## config.mk

```make
export PLATFORM = sky130hd
export DESIGN_NAME = rr_arbiter
export DESIGN_NICKNAME = d
export VERILOG_FILES = /design/src/rtl/rr_arbiter.sv
export SDC_FILE = /design/constraint.sdc
export NUM_CORES = 1
export LEC_CHECK = 0
export ABC_CLOCK_PERIOD_IN_PS = 5600
export CORE_MARGIN = 2
export CORE_UTILIZATION = 48
export CTS_CLUSTER_SIZE = 14
export DETAILED_ROUTE_END_ITERATION = 10
export PLACE_DENSITY = 0.87
export SYNTH_ARGS = -nofsm -noshare
export SYNTH_HDL_FRONTEND = slang
export SYNTH_SLANG_ARGS = --single-unit
```

## constraint.sdc

```tcl
create_clock -name clk -period 5.6 [get_ports clk]
set_input_delay 1.4 -clock clk [delete_from_list [all_inputs] [get_ports clk]]
set_output_delay 1.4 -clock clk [all_outputs]
set_load 0.03 [all_outputs]
```

## src/rtl/rr_arbiter.sv

```systemverilog
// ---------------------------------------------------------------------------
// rr_arbiter
//   Round-robin arbiter with registered one-hot grant, binary grant index and
//   grant-valid flag. Every cycle with enable high the arbiter picks the first
//   active requester at or after the rotating pointer (circularly), then moves
//   the pointer to one past the winner so each requester gets a fair turn.
//
//   Optional feature (macro RR_ARBITER_LOCK_EN):
//     When defined, a requester that is currently granted can hold its grant
//     by asserting lock while keeping its request up. The pointer is frozen
//     while locked, so arbitration resumes at held index + 1 when released.
//     When undefined, lock is ignored and the LOCKED state is never entered.
//
// Ports
//   clk        in   1      sole clock, rising edge
//   reset      in   1      synchronous active-high reset
//   req        in   N      request vector, bit i = requester i
//   enable     in   1      arbitration enable; low forces no grant
//   lock       in   1      grant-hold request (used only with the macro)
//   gnt        out  N      registered one-hot grant (or zero)
//   gnt_idx    out  IDX_W  registered index of granted requester (0 if none)
//   gnt_valid  out  1      registered, high iff gnt is non-zero
// ---------------------------------------------------------------------------
module rr_arbiter #(
    parameter int N     = 8,
    parameter int IDX_W = 3
) (
    input  logic             clk,
    input  logic             reset,
    input  logic [N-1:0]     req,
    input  logic             enable,
    input  logic             lock,
    output logic [N-1:0]     gnt,
    output logic [IDX_W-1:0] gnt_idx,
    output logic             gnt_valid
);

    typedef enum logic [1:0] {
        ST_IDLE   = 2'd0,
        ST_GRANT  = 2'd1,
        ST_LOCKED = 2'd2
    } state_t;

    state_t           r_state;
    state_t           w_state_next;
    logic [IDX_W-1:0] r_ptr;
    logic [IDX_W-1:0] w_ptr_next;
    logic [N-1:0]     r_gnt;
    logic [N-1:0]     w_gnt_next;
    logic [IDX_W-1:0] r_gnt_idx;
    logic [IDX_W-1:0] w_gnt_idx_next;
    logic             r_gnt_valid;
    logic             w_gnt_valid_next;

    // Requesters at or above the pointer get first chance; if none of them
    // is active, the lowest active requester overall wins (the wrap-around).
    logic [N-1:0]     w_mask;
    logic [N-1:0]     w_req_hi;
    logic             w_hi_found;
    logic [IDX_W-1:0] w_hi_idx;
    logic [IDX_W-1:0] w_lo_idx;
    logic             w_any_req;
    logic [IDX_W-1:0] w_win_idx;
    logic [IDX_W-1:0] w_win_inc;
    logic             w_lock_hold;

    generate
        for (genvar gi = 0; gi < N; gi++) begin : g_mask
            assign w_mask[gi] = (int'(r_ptr) <= gi);
        end
    endgenerate

    assign w_req_hi  = req & w_mask;
    assign w_any_req = |req;

    // Lowest-index priority encoders: scanning downward leaves the lowest hit.
    always_comb begin
        w_hi_found = 1'b0;
        w_hi_idx   = '0;
        w_lo_idx   = '0;
        for (int i = N - 1; i >= 0; i--) begin
            if (w_req_hi[i]) begin
                w_hi_found = 1'b1;
                w_hi_idx   = IDX_W'(i);
            end
            if (req[i]) begin
                w_lo_idx = IDX_W'(i);
            end
        end
    end

    assign w_win_idx = w_hi_found ? w_hi_idx : w_lo_idx;
    // Explicit wrap keeps the pointer below N for non-power-of-two N.
    assign w_win_inc = (w_win_idx == IDX_W'(N - 1)) ? '0 : (w_win_idx + 1'b1);

`ifdef RR_ARBITER_LOCK_EN
    // Hold only while the current owner still requests; r_gnt is one-hot of
    // r_gnt_idx, so masking req with it tests req[r_gnt_idx].
    assign w_lock_hold = lock & r_gnt_valid & (|(req & r_gnt));
`else
    assign w_lock_hold = lock & 1'b0;
`endif

    always_comb begin
        w_state_next     = r_state;
        w_ptr_next       = r_ptr;
        w_gnt_next       = r_gnt;
        w_gnt_idx_next   = r_gnt_idx;
        w_gnt_valid_next = r_gnt_valid;

        if (!enable) begin
            // enable dominates lock; pointer is left where it was
            w_state_next     = ST_IDLE;
            w_gnt_next       = '0;
            w_gnt_idx_next   = '0;
            w_gnt_valid_next = 1'b0;
        end else if ((r_state != ST_IDLE) && w_lock_hold) begin
            // grant and pointer held by the defaults
            w_state_next = ST_LOCKED;
        end else if (w_any_req) begin
            w_state_next     = ST_GRANT;
            w_gnt_next       = N'(1) << w_win_idx;
            w_gnt_idx_next   = w_win_idx;
            w_gnt_valid_next = 1'b1;
            w_ptr_next       = w_win_inc;
        end else begin
            w_state_next     = ST_IDLE;
            w_gnt_next       = '0;
            w_gnt_idx_next   = '0;
            w_gnt_valid_next = 1'b0;
        end
    end

    always_ff @(posedge clk) begin
        if (reset) begin
            r_state     <= ST_IDLE;
            r_ptr       <= '0;
            r_gnt       <= '0;
            r_gnt_idx   <= '0;
            r_gnt_valid <= 1'b0;
        end else begin
            r_state     <= w_state_next;
            r_ptr       <= w_ptr_next;
            r_gnt       <= w_gnt_next;
            r_gnt_idx   <= w_gnt_idx_next;
            r_gnt_valid <= w_gnt_valid_next;
        end
    end

    assign gnt       = r_gnt;
    assign gnt_idx   = r_gnt_idx;
    assign gnt_valid = r_gnt_valid;

endmodule

```

Yosys cells after proc, flatten, opt, wreduce, memory -nomap -nowiden

Cells that the tools add are included.
W data, S select, Z words.

RAM bits: 0
ROM bits: 0
Output and inout bits: 12
Bits in registers: 15
Memories: 0
Bits in latches: 0

$mul: 0
Magnitude comparators: 7
Add/sub/neg operators: 1
Divide/modulo/power cells: 0
Reductions and logical operators: 4
Bitwise gates (word level): 3
Mux-type cells: 27
Equal/unequal tests: 1
Shift operators: 1

Operator list:

| kind                  | count |
|---|---|
| $mux W3               | 18 |
| $le A3 B3 Y1 const B  | 3 |
| $mux W1               | 9 |
| $and A8 B8 Y8         | 1 |
| $reduce_or A8 Y1      | 1 |
| $shl A1 B3 Y8 const A | 1 |
| $le A3 B1 Y1 const B  | 2 |
| $le A3 B2 Y1 const B  | 2 |
| $add A3 B1 Y3 const B | 1 |
| $eq A3 B3 Y1 const B  | 1 |
| $reduce_or A3 Y1      | 1 |
| $not A1 Y1            | 2 |
| $reduce_and A2 Y1     | 1 |
| $reduce_or A2 Y1      | 1 |

Depth between registers and ports, before layout

Gate-level depths: netlist (run 1).

Depth after elaboration: 13
Mapped depth: 10

Worst setup path after synthesis (run 1)

No wires, ideal clock.

Path type: input -> register
Start point: input port req[3]
End point: register r_ptr[1]
Slack: 2594 ps
Library setup time: 70 ps
Required time: 5530 ps
Arrival: 2936 ps
Path buffers: 0
Stages on the path: 9
Cell sequence: nor2_1 > o31ai_1 > a21boi_0 > o21ai_0 > and2_1 > ha_1 > ha_1 > or3_1 > a21oi_1

Cells in the longest elaborated chain, start to end: 8

Ends and longest elaborated chain:

| element                                          | line | RTL |
|---|---|---|
| start: declaration                               | 30   | `input logic [N-1:0] req,` |
| $and A8 B8 Y8                                    | 73   | `assign w_req_hi = req & w_mask;` |
| $mux W3 or $mux W1 (tied branches) (4 in series) | 82   | `if (w_req_hi[i]) begin` |
| $mux W3 (*)                                      | 92   | `assign w_win_idx = w_hi_found ? w_hi_idx : w_lo_idx;` |
| net w_win_idx[1]                                 | 63   | `logic [IDX_W-1:0] w_win_idx;` |
| $add A3 B1 Y3 or $eq A3 B3 Y1 (tied branches)    | 94   | `assign w_win_inc = (w_win_idx == IDX_W'(N - 1)) ? '0 : (w_win_idx + 1'b1);` |
| $mux W3 (*)                                      | 94   |  |
| end signal: assignment                           | 143  | `r_ptr <= w_ptr_next;` |
| end: declaration                                 | 46   | `logic [IDX_W-1:0] r_ptr;` |

The timed path passes the listed nets; every way through them passes the cells marked *.
A chain may end at the register's enable or synchronous reset.

Final worst setup path (run 1)

Start point: input port req[4]
End point: register r_ptr[1]

Cells in the longest elaborated chain, start to end: 9

Ends and longest elaborated chain:

| element                                          | line |
|---|---|
| $and A8 B8 Y8                                    | 73 |
| $mux W3 or $mux W1 (tied branches) (5 in series) | 82 |
| $mux W3 (*)                                      | 92 |
| net w_win_idx[0]                                 | 63 |
| $add A3 B1 Y3 or $eq A3 B3 Y1 (tied branches)    | 94 |
| $mux W3 (*)                                      | 94 |

Marks and branches as above.

==> results of run 1 <==
## sequential cells by signal, summed over array words and instances, names as in the netlist
register and cells:
gnt 8, gnt_idx 3, gnt_valid 1, r_ptr 3
## per-layer routing
| layer | global-route usage (%) | wire length, µm | share of wire (%) |
|---|---|---|---|
| met3 | 4.17 | 68 | 4.6 |
| met4 | 10.3 | 19 | 1.3 |
| met2 | 29.4 | 765 | 52 |
| met1 | 17.1 | 628 | 42 |
| met5 | 0 | 0 | 0 |
## layout make-up
class / count / area, µm²
timing repair buffer: 22 / 220
multi-input combinational: 70 / 444
inverter: 3 / 11.3
sequential: 15 / 300
fill: 124 / 484
tap: 16 / 20.0
clock buffer: 4 / 26.3
## kinds of logic after synthesis
family | Yosys count | share of synthesized area (%)
multiplexers | 1 | 1.30
flip-flops | 15 | 39.1
AND/OR/NAND/NOR | 41 | 27.7
adder cells (fa/ha/maj) | 5 | 8.14
AO/OA/AOI/OAI | 23 | 20.7
buffers and inverters | 5 | 3.09
## power by group
group	total, mW	switching (mW)	internal, mW
Sequential	0.123	0.00791	0.115
Clock	0.0585	0.0309	0.0276
Combinational	0.0901	0.0493	0.0408
Total	0.272	0.0881	0.184
## worst min-delay path by stage
stage                            endpoint  slack [ns]  cells past startpoint
finish              r_ptr[1]$_SDFFE_PP0P_        0.56                      2
global route        r_ptr[1]$_SDFFE_PP0P_        0.60                      2
CTS                 r_ptr[1]$_SDFFE_PP0P_        0.56                      2
detailed placement  r_ptr[1]$_SDFFE_PP0P_        0.54                      2
global placement    r_ptr[1]$_SDFFE_PP0P_        0.53                      2
floorplan           r_ptr[1]$_SDFFE_PP0P_        0.48                      2
## synthesized netlist by cell type
library cell,number
inv_2,1
o211ai_1,1
and3_1,9
a32o_1,1
ha_1,5
nor4bb_1,1
a31o_2,1
nor2b_1,3
or3_1,1
o21ai_1,1
a21o_1,1
nand2b_1,3
nand3_1,2
buf_2,1
mux2i_1,1
o21ai_2,1
buf_4,1
o21ai_0,3
nand4_1,1
o31ai_1,1
a21oi_1,5
a2bb2oi_1,1
nor2_1,9
and2_1,2
a22o_1,1
a21boi_0,4
nor3_1,2
nand2_1,8
a221oi_1,1
o21bai_1,1
inv_1,2
dfxtp_1,15
## cell usage in the layout (no fill, tap or decap), types with 3 or more instances in the layout
master           count
a21boi_0             4
clkbuf_4             3
nor2b_1              3
o21ai_0              3
nor2_1               9
dfxtp_1             15
a21oi_1              5
and3_1               9
nand2b_1             3
nand2_1              8
ha_1                 5
clkdlybuf4s50_1     22
## through the flow
step / utilization (%) / std cells / hold slack [ns] / worst slack (ns) / power, mW
after floorplan: - / 90 / 0.482 / 2.59 / 0.184
after global placement: 66.1 / 126 / 0.526 / 1.90 / 0.212
after detailed placement: 66.1 / 126 / 0.539 / 1.84 / 0.215
after CTS: 67.9 / 130 / 0.560 / 2.09 / 0.272
after global routing: 67.9 / 130 / 0.602 / 1.85 / 0.290
final: 67.9 / 130 / 0.563 / 2.07 / 0.272
## tightest hold or removal path: cells and delay by family, from the launching register on
kind | cells | cell delay, ns
AOI/OAI and AO/OA | 1 | 0.06
DFF | 1 | 0.38
and+or+nand+nor | 1 | 0.08
==> out/metrics.yaml, run 1 <==
final.setup.tns_ns: 0
rows: 14
critPathKind: "input pin to register"
cts_tree: "yes"
yosysWarnings: 0
slowest_stage: "clkdlybuf4s50_1"
worstPathBufferInverterCount: 1
htree_num_levels: 1
final-hold-violation-count: 0
wl_per_cell_um: 11.4
design.core.area_mm2: 0.00151
die_h_um: 44.0
cts-hold-fix-buffers: 0
ant_nets: 0
overflow: 0
final_nets: 132
synth_largest_area_cell: "dfxtp_1"
cts.path.max_buffers: 2
num_io_pins: 24
synthTopCellsByArea: "dfxtp_1, ha_1, and3_1"
r2r_cells: 9
slew_viol_final: 0
root_buffer: "clkbuf_4"
syn2layout_area_growth_pct: 33.1
cp-endpoint: "r_ptr[1]$_SDFFE_PP0P_"
crit_path_max_fanout: 6
crit_family: "simple AND/OR/NAND/NOR gates"
synth_top_area_share_pct: 39.1
hold_class: "register to register"
start_util_pct: 51.0
period_share_pct: 63.0
grt_max_degree: 12
finClkSkew_ns: 0.00481
worstMarginPinSlew_ns: 0.512
wl_um: 1480
grt_pass1_vias: 562
numClockSinks: 15
power_density_mw_per_mm2: 266
cp.depth: 10
synth_seq_area_share_pct: 39.1
crit_path_end_kind: "register"
grt_pass1_wl_um: 2330
gp_congestion: 0.815
io_buffers: 22
dieArea_mm2: 0.00194
layout_min_cycle_time_ns: 3.53
worstSetupStartpoint: "req[4]"
placed_area_um2: 996
clkLatencyLatePin_ns: 0.27
critPathLaunchType: "input pin"
netlist_instances: 90
yosys_register_bits: 15
numCtsBuffers: 3
crit_path_cell_trace: "clkdlybuf4s50_1, nor4bb_1, a21oi_1, o211ai_1, a22o_1, nand2_1, ha_1, ha_1, or3_1, a21oi_1"
syn_area_per_cell_um2: 8.54
rsz0062_at_grt: "no"
diodes: 0
first_pass_iters: 4
die_w_um: 44.0
setup_viol: 0
p_leak_nw: 0.441
drive_above_1_share_pct: 5.26
antenna_found_initial: 0
vias: 718
vias_per_cell: 5.52
hpwl_um: 1140
slew_headroom_pct: 65.7
cts-resized-gates: 0
post_cts_buffers: 0
yosysUniqueCellTypes: 32
max_cap_viol_count: 0
reg2reg_setup_slack_ns: 3.14
grt.total_usage_pct: 16.6
syn_area_um2: 768
path_clk_slew_ns: 0.08
cp.required_ns: 5.80
fmaxAchievable_mhz: 283
fin_area_mm2: 0.00102
rr_startpoint: "r_ptr[2]$_SDFFE_PP0P_"
drt_iter0_markers: 19
r2r_end: "r_ptr[1]$_SDFFE_PP0P_"
max_stage_delay_ns: 0.57
outcome: "finished, final reports clean"
worstHoldStart: "r_ptr[1]$_SDFFE_PP0P_"
synth_nets: 107
ir_worst_vdd_v: 0.000115
remaining_drc_errors: 0
crit_arrival_ns: 3.73
Power figures use the tool's default switching activity.
==> run 2, diff against run 1 <==
==> config.mk (replaced) <==
export PLATFORM = sky130hd
export DESIGN_NAME = rr_arbiter
export DESIGN_NICKNAME = d
export VERILOG_FILES = /design/src/rtl/rr_arbiter.sv
export SDC_FILE = /design/constraint.sdc
export NUM_CORES = 1
export LEC_CHECK = 0
export ABC_CLOCK_PERIOD_IN_PS = 2900
export CORE_MARGIN = 2
export CORE_UTILIZATION = 40
export CTS_CLUSTER_SIZE = 14
export DETAILED_ROUTE_END_ITERATION = 10
export PLACE_DENSITY = 0.78
export SYNTH_ARGS = -nofsm -noshare
export SYNTH_HDL_FRONTEND = slang
export SYNTH_SLANG_ARGS = --single-unit
==> constraint.sdc (replaced) <==
create_clock -name clk -period 2.9 [get_ports clk]
set_input_delay 0.725 -clock clk [delete_from_list [all_inputs] [get_ports clk]]
set_output_delay 0.725 -clock clk [all_outputs]
set_load 0.03 [all_outputs]
==> run 2 against run 1 <==
Effect of this change: utilization is 3.6 points lower; sequential cell count did not move; via count increased by 8.1%; first-iteration DRC count shrank 26%; critical path depth unchanged; final cell count grew 17%; sequential share of layout area decreased by 2.9 points; total power is 110% higher; clock skew is essentially flat; combinational power is 130% higher; worst hold slack got worse by 0.011 ns; clock power rose by 91%.
==> out/metrics.yaml, run 2 (synthesis gave the netlist of run 1 again) <==
cts-hold-fix-buffers: 0  # unchanged
clkLatencyLatePin_ns: 0.28  # was 0.27 ns
drt_iter0_markers: 14  # was 19
path_clk_slew_ns: 0.08  # about the same
power_density_mw_per_mm2: 493  # was 266 mW/mm²
ff_latch_area_um2: 300  # unchanged
design.core.area_mm2: 0.00176  # was 0.00151 mm²
vias: 776  # was 718
ir_worst_vdd_v: 0.000203  # was 0.000115 V
cp-endpoint: "r_ptr[1]$_SDFFE_PP0P_"  # unchanged
die_h_um: 47.8  # was 44.0 µm
grt_pass1_vias: 706  # was 562
diodes: 0  # unchanged
htree_num_levels: 1  # unchanged
outcome: "finished, final reports clean"  # unchanged
fin_area_mm2: 0.00113  # was 0.00102 mm²
numCtsBuffers: 3  # unchanged
slew_headroom_pct: 67.9  # was 65.7%
rr_startpoint: "r_ptr[2]$_SDFFE_PP0P_"  # unchanged
layout_commonest_cell: "clkdlybuf4s50_1"  # unchanged
multi_input_area_um2: 444  # unchanged
first_pass_iters: 4  # unchanged
final_nets: 145  # was 132
grt_pass1_wl_um: 2620  # was 2330 µm
die_w_um: 47.8  # was 44.0 µm
syn2layout_area_growth_pct: 47.6  # was 33.1%
overflow: 0  # unchanged
rsz0062_at_grt: "no"  # unchanged
crit_arrival_ns: 2.98  # was 3.73 ns
placed_area_mm2: 0.00110  # was 996 µm²
final-hold-violation-count: 0  # unchanged
dp_cells: 148  # was 126
fin_hold_ws_ns: 0.552  # was 0.563 ns
largest_register_ffs: 8  # unchanged
layout_min_cycle_time_ns: 2.76
io_buffers: 22  # unchanged
cts.path.max_buffers: 2  # unchanged
r2r_end: "r_ptr[1]$_SDFFE_PP0P_"  # unchanged
grt_max_degree: 12  # unchanged
crit_path_end_kind: "register"  # unchanged
setup_viol: 0  # unchanged
post-place-ws_ns: -0.165  # was 1.84 ns
finalWorstSetupSlack_ns: 0.139  # was 2.07 ns
crit_path_max_fanout: 5  # was 6
vias_per_cell: 5.11  # was 5.52
wl_um: 1610  # was 1480 µm
final_cell_mix: "clkdlybuf4s50_1, dfxtp_1, buf_4"  # was clkdlybuf4s50_1, dfxtp_1, nor2_1, and3_1, nand2_1
drive_above_1_share_pct: 15.0  # was 5.26%
gp_congestion: 0.770  # was 0.815
r2r_cells: 9  # unchanged
num-fill-cells: 157  # was 124
p_leak_nw: 0.514  # was 0.441 nW
fmaxAchievable_mhz: 362
grt.total_usage_pct: 16.3  # was 16.6%
critPathKind: "input pin to register"  # unchanged
cts_tree: "yes"  # unchanged
period_share_pct: 95.2
ant_nets: 0  # unchanged
antenna_found_initial: 0  # unchanged
hold_class: "register to register"  # unchanged
reg2reg_setup_slack_ns: 0.52  # was 3.14 ns
max_cap_viol_count: 0  # unchanged
root_buffer: "clkbuf_4"  # unchanged
rows: 15  # was 14
numClockSinks: 15  # unchanged
worstSetupStartpoint: "req[4]"  # unchanged
start_util_pct: 43.5  # was 51.0%
total_power_mw: 0.559  # was 0.272 mW
hpwl_um: 1340  # was 1140 µm
dieArea_mm2: 0.00229  # was 0.00194 mm²
critPathLaunchType: "input pin"  # unchanged
wl_per_cell_um: 10.6  # was 11.4 µm
finClkSkew_ns: 0.00497  # was 0.00481 ns
num_io_pins: 24  # unchanged
remaining_drc_errors: 0  # unchanged
final_cells: 152  # was 130
worstMarginPinSlew_ns: 0.480  # was 0.512 ns
cp.required_ns: 3.12  # was 5.80 ns
slew_viol_final: 0  # unchanged
[run 2: worst min path at each step]
stage	from	depth (start not counted)	to	slack, ns
final	r_ptr[1]$_SDFFE_PP0P_	2	r_ptr[1]$_SDFFE_PP0P_	0.55
after global routing	r_ptr[1]$_SDFFE_PP0P_	2	r_ptr[1]$_SDFFE_PP0P_	0.61
after CTS	r_ptr[1]$_SDFFE_PP0P_	2	r_ptr[1]$_SDFFE_PP0P_	0.56
after detailed placement	r_ptr[1]$_SDFFE_PP0P_	2	r_ptr[1]$_SDFFE_PP0P_	0.54
after global placement	r_ptr[1]$_SDFFE_PP0P_	2	r_ptr[1]$_SDFFE_PP0P_	0.53
after floorplan	r_ptr[1]$_SDFFE_PP0P_	2	r_ptr[1]$_SDFFE_PP0P_	0.48
[run 2: what timing repair did]
item,in CTS,in global routing
resized for setup,0,1
setup endpoints to repair,0,1
setup buffers,0,0
[run 2: layer usage]
layer / global-route usage (%) / wire length [µm]
met1: 16.5 / 593
met2: 31.2 / 883
met3: 1.13 / 64
met4: 10.8 / 65
met5: 0 / 0
[run 2: stage by stage]
stage | setup TNS (ns) | util (%)
4_1_cts | 0 | 64.1
5_1_grt | 0 | 64.3
6_report | 0 | 64.3
3_5_place_dp | -0.165 | 62.6
2_1_floorplan | 0 | -
3_3_place_gp | -0.103 | 62.6
[run 2: final cells by class]
class | count | area share (%)
multi-input combinational | 70 | 39.2
tap | 25 | 2.76
clock buffer | 4 | 2.32
sequential | 15 | 26.5
inverter | 3 | 0.993
timing repair buffer | 35 | 28.3
[run 2: critical path: stages]
cell and delay [ns]:
clkdlybuf4s50_1 0.55, nor4bb_1 0.32, a21oi_1 0.07, o211ai_1 0.11, a22o_1 0.17, nand2_1 0.08, ha_1 0.21, ha_1 0.20
or3_1 0.38, a21oi_1 0.15
[run 2: where the power goes]
part	total (mW)	switching, mW	leakage (nW)	internal (mW)
registers	0.237	0.0145	0.122	0.223
clock network	0.112	0.0587	0.0150	0.0535
logic	0.210	0.104	0.377	0.106
==> run 3, diff against run 2 <==
==> config.mk (replaced) <==
export PLATFORM = sky130hd
export DESIGN_NAME = rr_arbiter
export DESIGN_NICKNAME = d
export VERILOG_FILES = /design/src/rtl/rr_arbiter.sv
export SDC_FILE = /design/constraint.sdc
export NUM_CORES = 1
export LEC_CHECK = 0
export ABC_CLOCK_PERIOD_IN_PS = 3300
export CORE_MARGIN = 2
export CORE_UTILIZATION = 48
export CTS_CLUSTER_SIZE = 14
export DETAILED_ROUTE_END_ITERATION = 10
export PLACE_DENSITY = 0.87
export SYNTH_ARGS = -nofsm -noshare
export SYNTH_HDL_FRONTEND = slang
export SYNTH_SLANG_ARGS = --single-unit
==> constraint.sdc (replaced) <==
create_clock -name clk -period 3.3 [get_ports clk]
set_input_delay 0.825 -clock clk [delete_from_list [all_inputs] [get_ports clk]]
set_output_delay 0.825 -clock clk [all_outputs]
set_load 0.03 [all_outputs]
==> run 3 against run 2 <==
Effect of this change: die area fell by 15%; register-to-register slack better by 0.32 ns; via count is 7.0% lower; sequential share of layout area is 2.9 points higher; first-iteration DRC count is 36% lower; final cell count is 14% lower; clock-buffer cell count did not move; global-route usage is 0.88 points higher; total power fell by 18%; sequential power decreased by 12%; combinational power shrank 28%; critical path depth stayed put; critical path type unchanged; largest cell class unchanged; largest power group unchanged.
==> out/metrics.yaml, run 3 (synthesis gave the netlist of run 1 again) <==
vias: 722  # was 776
dp_cells: 126  # was 148
drt_iter0_markers: 9  # was 14
slew_viol_final: 0  # unchanged
ant_nets: 0  # unchanged
critPathKind: "input pin to register"  # unchanged
diodes: 0  # unchanged
ir_worst_vdd_v: 0.000207  # was 0.000203 V
largest_register_ffs: 8  # unchanged
period_share_pct: 87.4
pwr-share-clk_pct: 21.9  # was 20.0%
switching_power_mw: 0.149  # was 0.177 mW
die_w_um: 44.0  # was 47.8 µm
fin_hold_ws_ns: 0.557  # was 0.552 ns
drive_above_1_share_pct: 5.26  # was 15.0%
cts_tree: "yes"  # unchanged
gp_congestion: 0.797  # was 0.770
start_util_pct: 51.0  # was 43.5%
fmaxAchievable_mhz: 347
setup_viol: 0  # unchanged
htree_num_levels: 1  # unchanged
crit_path_max_fanout: 6  # was 5
remaining_drc_errors: 0  # unchanged
slew_headroom_pct: 67.8  # was 67.9%
wl_um: 1470  # was 1610 µm
cp.required_ns: 3.51  # was 3.12 ns
max_cap_viol_count: 0  # unchanged
num_io_pins: 24  # unchanged
rsz0062_at_grt: "no"  # unchanged
grt_max_degree: 12  # unchanged
worstPathBufferInverterCount: 1  # unchanged
hpwl_um: 1140  # was 1340 µm
cts-resized-gates: 0  # unchanged
crit_family: "simple AND/OR/NAND/NOR gates"  # unchanged
internal_power_mw: 0.312  # was 0.382 mW
cts.path.max_buffers: 2  # unchanged
swShare_pct: 32.4  # was 31.7%
cts-hold-fix-buffers: 0  # unchanged
design.core.area_mm2: 0.00151  # was 0.00176 mm²
grt.total_usage_pct: 17.2  # was 16.3%
final_cells: 130  # was 152
layout_min_cycle_time_ns: 2.88
worstMarginPinSlew_ns: 0.481  # was 0.480 ns
dieArea_mm2: 0.00194  # was 0.00229 mm²
crit_path_end_kind: "register"  # unchanged
io_buffers: 22  # unchanged
p_leak_nw: 0.441  # was 0.514 nW
clkLatencyLatePin_ns: 0.28  # about the same
final-hold-violation-count: 0  # unchanged
comb_power_share_pct: 32.8  # was 37.5%
syn2layout_area_growth_pct: 33.1  # was 47.6%
finClkSkew_ns: 0.00288  # was 0.00497 ns
power_density_mw_per_mm2: 451  # was 493 mW/mm²
sequentialPowerShare_pct: 45.3  # was 42.4%
crit_path_cell_trace: "clkdlybuf4s50_1, nor4bb_1, a21oi_1, o211ai_1, a22o_1, nand2_1, ha_1, ha_1, or3_1, a21oi_1"  # unchanged
final.setup.tns_ns: 0  # unchanged
rows: 14  # was 15
hold_class: "register to register"  # unchanged
slowest_stage: "clkdlybuf4s50_1"  # unchanged
grt_pass1_wl_um: 2300  # was 2620 µm
final_nets: 132  # was 145
layout_commonest_cell: "clkdlybuf4s50_1"  # unchanged
path_clk_slew_ns: 0.08  # about the same
numCtsBuffers: 3  # unchanged
critPathLaunchType: "input pin"  # unchanged
max_stage_delay_ns: 0.57  # was 0.55 ns
outcome: "finished, final reports clean"  # unchanged
crit_arrival_ns: 3.10  # was 2.98 ns
die_h_um: 44.0  # was 47.8 µm
first_pass_iters: 5  # was 4
post_cts_buffers: 0  # unchanged
final_cell_mix: "clkdlybuf4s50_1, dfxtp_1, nor2_1, and3_1, nand2_1"  # was clkdlybuf4s50_1, dfxtp_1, buf_4
wl_per_cell_um: 11.3  # was 10.6 µm
grt_pass1_vias: 586  # was 706
overflow: 0  # unchanged
root_buffer: "clkbuf_4"  # unchanged
antenna_found_initial: 0  # unchanged
vias_per_cell: 5.55  # was 5.11
numClockSinks: 15  # unchanged
[run 3: worst paths after layout]
| kind | from | end | slack [ns] | depth (start not counted) |
|---|---|---|---|---|
| worst max register to register | r_ptr[2]$_SDFFE_PP0P_ | r_ptr[1]$_SDFFE_PP0P_ | 0.84 | 9 |
| worst min-delay path | r_ptr[1]$_SDFFE_PP0P_ | r_ptr[1]$_SDFFE_PP0P_ | 0.56 | 2 |
| worst max-delay path | req[4] | r_ptr[1]$_SDFFE_PP0P_ | 0.42 | 10 |
| worst min register to register | r_ptr[1]$_SDFFE_PP0P_ | r_ptr[1]$_SDFFE_PP0P_ | 0.56 | 2 |
[run 3: per-layer routing]
layer / wire, µm / vias to the layer above / track usage [%]
li1: - / 367 / -
met1: 562 / 317 / 14.6
met2: 765 / 32 / 32.6
met3: 90 / 6 / 3.75
met4: 52 / 0 / 14.5
met5: 0 / - / 0
[run 3: layout make-up]
type,instances,area (µm²)
multi-input cells,70,444
clock buffers,4,26.3
repair buffers,22,220
well taps,16,20.0
inverters,3,11.3
flip-flops and latches,15,300
fillers,129,484
[run 3: worst min-delay path, stage by stage, from the launching register on]
cell and delay [ns]:
dfxtp_1 0.38, nand2_1 0.08, a21oi_1 0.06
[run 3: through the flow]
stage	power [mW]	instance area [µm²]	worst slack, ns	utilization, %
5_1_grt	0.491	1020	0.202	67.9
3_3_place_gp	0.360	996	0.171	66.1
3_5_place_dp	0.365	996	0.116	66.1
4_1_cts	0.465	1020	0.398	67.9
6_report	0.461	1020	0.416	67.9
2_1_floorplan	0.313	768	0.869	-
[run 3: power by group through the flow]
| stage | clock network, mW | registers (mW) | logic, mW |
|---|---|---|---|
| after global placement | 0 | 0.212 | 0.148 |
| after CTS | 0.103 | 0.209 | 0.152 |
| after global routing | 0.111 | 0.211 | 0.169 |
| after floorplan | 0 | 0.226 | 0.0873 |
| after detailed placement | 0 | 0.213 | 0.152 |
| final | 0.101 | 0.209 | 0.151 |
